### src/rtl/mem_bus_arbiter.sv
// mem_bus_arbiter: two-port arbiter in front of a single-ported, fixed-latency
// data memory. Port 0 is the CPU data port, port 1 a secondary master.
// Each access runs IDLE -> ACCESS (MEM_LAT cycles) -> DONE (one-cycle ack).
// Build option: define ARB_FIXED_PRI_EN for fixed priority (port 0 always
// wins contention); otherwise contention is resolved round-robin.
module mem_bus_arbiter #(
  parameter int unsigned AW      = 32,
  parameter int unsigned DW      = 32,
  parameter int unsigned MEM_LAT = 2
) (
  input  logic          clk,
  input  logic          rst,
  input  logic          req0,
  input  logic          we0,
  input  logic [AW-1:0] addr0,
  input  logic [DW-1:0] wdata0,
  output logic          ack0,
  input  logic          req1,
  input  logic          we1,
  input  logic [AW-1:0] addr1,
  input  logic [DW-1:0] wdata1,
  output logic          ack1,
  output logic [DW-1:0] rdata,
  output logic          mio_ready,
  output logic          mem_en,
  output logic          mem_we,
  output logic [AW-1:0] mem_addr,
  output logic [DW-1:0] mem_wdata,
  input  logic [DW-1:0] mem_rdata,
  output logic          grant,
  output logic          busy
);

  localparam int unsigned CW = (MEM_LAT > 1) ? $clog2(MEM_LAT) : 1;

  typedef enum logic [1:0] {
    IDLE   = 2'd0,
    ACCESS = 2'd1,
    DONE   = 2'd2
  } state_t;

  state_t        state_q, state_d;
  logic [CW-1:0] cnt_q, cnt_d;
  logic          grant_d;
  logic          ack0_d, ack1_d;
  logic [DW-1:0] rdata_d;
  logic          mem_en_d, mem_we_d;
  logic [AW-1:0] mem_addr_d;
  logic [DW-1:0] mem_wdata_d;
  logic          busy_d;
  logic          win;

  // CPU stall: low while the CPU request is outstanding and not yet acked
  assign mio_ready = ~(req0 & ~ack0);

  // Next-state, arbitration and next values of every registered output
  always_comb begin
    state_d     = state_q;
    cnt_d       = cnt_q;
    grant_d     = grant;
    ack0_d      = 1'b0;
    ack1_d      = 1'b0;
    rdata_d     = rdata;
    mem_en_d    = 1'b0;
    mem_we_d    = 1'b0;
    mem_addr_d  = mem_addr;
    mem_wdata_d = mem_wdata;
    busy_d      = 1'b0;
    win         = 1'b0;

`ifdef ARB_FIXED_PRI_EN
    win = ~req0;
`else
    win = (req0 & req1) ? ~grant : req1;
`endif

    unique case (state_q)
      IDLE: begin
        if (req0 | req1) begin
          state_d     = ACCESS;
          grant_d     = win;
          mem_en_d    = 1'b1;
          mem_we_d    = win ? we1 : we0;
          mem_addr_d  = win ? addr1 : addr0;
          mem_wdata_d = win ? wdata1 : wdata0;
          cnt_d       = CW'(MEM_LAT - 1);
          busy_d      = 1'b1;
        end
      end
      ACCESS: begin
        busy_d = 1'b1;
        if (cnt_q != '0) begin
          cnt_d    = cnt_q - CW'(1);
          mem_en_d = 1'b1;
          mem_we_d = mem_we;
        end else begin
          if (!mem_we) begin
            rdata_d = mem_rdata;
          end
          ack0_d  = ~grant;
          ack1_d  = grant;
          state_d = DONE;
        end
      end
      DONE: begin
        state_d = IDLE;
      end
      default: begin
        state_d = IDLE;
      end
    endcase
  end

  // State and output registers; reset clears the memory strobe at once
  always_ff @(posedge clk or negedge rst) begin
    if (!rst) begin
      state_q   <= IDLE;
      cnt_q     <= '0;
      grant     <= 1'b1;
      ack0      <= 1'b0;
      ack1      <= 1'b0;
      rdata     <= '0;
      mem_en    <= 1'b0;
      mem_we    <= 1'b0;
      mem_addr  <= '0;
      mem_wdata <= '0;
      busy      <= 1'b0;
    end else begin
      state_q   <= state_d;
      cnt_q     <= cnt_d;
      grant     <= grant_d;
      ack0      <= ack0_d;
      ack1      <= ack1_d;
      rdata     <= rdata_d;
      mem_en    <= mem_en_d;
      mem_we    <= mem_we_d;
      mem_addr  <= mem_addr_d;
      mem_wdata <= mem_wdata_d;
      busy      <= busy_d;
    end
  end

endmodule

### config.mk
export PLATFORM = sky130hd
export DESIGN_NAME = mem_bus_arbiter
export DESIGN_NICKNAME = d
export VERILOG_FILES = /design/src/rtl/mem_bus_arbiter.sv
export SDC_FILE = /design/constraint.sdc
export NUM_CORES = 1
export LEC_CHECK = 0
export ABC_AREA = 1
export ABC_CLOCK_PERIOD_IN_PS = 1700
export BUFFER_PORTS_ARGS = -buffer_cell sky130_fd_sc_hd__buf_2
export CAP_MARGIN = 20
export CORE_MARGIN = 2
export CORE_UTILIZATION = 37
export DETAILED_ROUTE_END_ITERATION = 16
export PLACE_DENSITY = 0.64
export SETUP_SLACK_MARGIN = 0.05
export SLEW_MARGIN = 20
export SYNTH_ARGS = -nofsm -noshare
export SYNTH_HDL_FRONTEND = slang
export SYNTH_SLANG_ARGS = --single-unit
### constraint.sdc
create_clock -name clk -period 1.7 [get_ports clk]
set_clock_uncertainty 0.2 [all_clocks]
set_input_delay 0.17 -clock clk [delete_from_list [all_inputs] [get_ports clk]]
set_output_delay 0.17 -clock clk [all_outputs]
set_load 0.01 [all_outputs]
==> impl_metrics.yaml <==
cells_and_area:
  fin_cells: 1328
  area_growth_pct: 67.7
  most-common-layout-cells: "buf_2 (267), nand2_1 (264), nand3_1 (163), dlygate4sd3_1 (163), inv_1 (135)"
  fin_area_um2: 8780
  layout_commonest_cell: "buf_2"
  fillers: 1131
  nets: 1309
  fin_util_pct: 63.5
  drive_above_1_share_pct: 26.9
  n_antenna_cell: 0
pwr:
  irDropWorstVdd_v: 0.000926
  leakagePower_nw: 5.18
  power_frac_seq_pct: 35.4
  power_frac_clock_pct: 15.8
  power_density_nw_per_um2: 1440
  netSwitchingPower_w: 0.00532
  intPower_w: 0.00729
  switching_share_pct: 42.2
  combPwrFrac_pct: 48.8
critical_path:
  end_kind: "flip-flop"
  crit_required_ns: 1.73
  path_max_fanout: 15
  slowest_stage: "dfstp_2"
  cp.arrival_ns: 1.59
  path_class: "reg -> reg"
  cp_cell_sequence: "nand2_2 -> nand2_2 -> buf_4 -> nand2_1 -> nand3_1 -> nand2_1"
  slowest_delay_ns: 0.57
  worst_setup_path_start_kind: "flip-flop"
placed_design:
  dp.cells: 1148
  io_buffers: 268
  place_area_um2: 6840
  hpwl_mm: 10.9
  place_congestion: 0.781
clock_network:
  post_cts_buffers: 0
  worstSkewPairLatency_ns: 0.34
  htreeDepth: 3
  cts_tree: "done"
  ctsResizeCount: 0
  cts_sinks: 105
  cts-root-buf: "clkbuf_16"
  clk_pin_slew_worst_paths_ns: 0.07
  clockBufferDepth: 2
  cts_buffers: 9
synthesis:
  yosys.area.top_type_share_pct: 49.7
  syn-cell-area_um2: 5240
  ys_ff_latch: 105
  syn_avg_cell_area_um2: 7.21
  ys_top_cells_by_area: "dfrtp_1 (50%), nand2_1 (19%), nand3_1 (16%)"
  syn_nets: 892
  seq_area_frac_synth_pct: 50.2
  syn_inst: 726
  synth.distinct_cells: 13
  yosys.area.top_type: "dfrtp_1"
  yosys_warnings: 0
global_routing:
  met1_usage_pct: 27.8
  grt_pass1_vias: 6265
  met2_usage_pct: 43.9
  grt_overflow_total: 0
  grt_start_max_net_pins: 66
  grt_first_pass_wirelength_mm: 29.4
  top_usage_layer: "met2"
  use_met3_pct: 4.89
  antenna_found_initial: 0
  grt.total_usage_pct: 24.8
timing:
  setup_tns_ns: 0
  hold_viol: 0
  tightest_slew_ns: 0.403
  period_share_pct: 91.6
  finalMaxSlewViolations: 0
  fmax_mhz: 642
  setup_violations: 0
  final.min_clock_period_ns: 1.56
  max_slew_margin_pct: 73.1
  rsz0062_at_grt: "true"
route:
  ant_nets: 0
  wl_mm: 19.4
  drc: 0
  wl_per_cell_um: 14.6
  drt_pre_antenna_iters: 5
  drt_iter0_markers: 421
  num_vias: 6298
  vias_per_cell: 4.74
die:
  die_h_um: 123
  initial_utilization_pct: 37.9
  rows: 43
  dieArea_um2: 15100
  core_um2: 13800
  num_io_pins: 269
  fp.dieW_um: 123
flow_run:
  drv_cap: 0
hold_path:
  hold_class: "in -> async"
outcome:
  outcome: "completed"
==> timing repair <==
action | CTS | global route
setup endpoints to repair | 0 | 3
hold buffers | 163 | 0
endpoints found under the hold margin | 201 | 0
==> cell type report <==
class	instances	area (um^2)	area share (%)
inverters	135	507	5.77
multi-input cells	442	1900	21.6
clock buffers	11	243	2.77
repair buffers	450	3240	36.9
well taps	180	225	2.57
clock inverters	5	40.0	0.456
flip-flops and latches	105	2630	29.9
==> final timing paths <==
kind                           from       endpoint  slack [ns]  depth (start not counted)
min                             rst  mem_wdata[15]        0.09                          2
min in group clk               req1   mem_addr[17]        0.15                          4
max in group asynchronous       rst          grant        0.58                          3
max reg2reg                   grant   mem_wdata[8]        0.14                          6
max                           grant   mem_wdata[8]        0.14                          6
min reg2reg                rdata[1]       rdata[1]        0.27                          2
==> power by group through the flow <==
stage	Combinational (W)	Clock [W]	Sequential, W
after floorplan	0.00275	0	0.00500
after global placement	0.00576	0	0.00442
after detailed placement	0.00584	0	0.00443
after CTS	0.00611	0.00205	0.00443
after global routing	0.00683	0.00215	0.00460
final	0.00616	0.00199	0.00446
==> critical path: cells and delay by family (launching register included) <==
| family | cells | cell delay, ns |
|---|---|---|
| buf+inv | 1 | 0.24 |
| flops | 1 | 0.57 |
| simple gates | 5 | 0.44 |
==> per-layer routing <==
metal | vias up | share of wire [%]
li1 | 3018 | -
met1 | 2885 | 39
met2 | 319 | 50
met3 | 76 | 6.6
met4 | 0 | 4.1
met5 | - | 0
==> registers in the layout, summed over array words and instances, names as in the netlist, 2 cells and up <==
name,cells
state_q,2
mem_wdata,32
rdata,32
mem_addr,32
==> synthesized netlist by cell type (all sizes together) <==
library cell / n
nor2: 7
nand3: 163
dfstp: 1
buf: 34
o21ai: 5
nor3: 1
nand2: 266
inv: 135
clkbuf: 10
dfrtp: 104
==> per-stage QoR <==
stage | power [W] | hold slack [ns] | setup WS [ns]
finish | 0.0126 | 0.0872 | 0.142
global route | 0.0136 | 0.117 | 0.0428
CTS | 0.0126 | 0.0789 | 0.127
detailed placement | 0.0103 | -0.0865 | 0.132
global placement | 0.0102 | -0.0879 | 0.146
floorplan | 0.00775 | -0.326 | 0.187
==> cells by family after synthesis <==
kind of cell | count (synthesis) | synth area share, %
AOI/OAI and AO/OA | 5 | 0.550
buffers and inverters | 179 | 13.9
DFF | 105 | 50.2
and+or+nand+nor | 437 | 35.3
No activity file was read; power rests on OpenSTA's default activity.
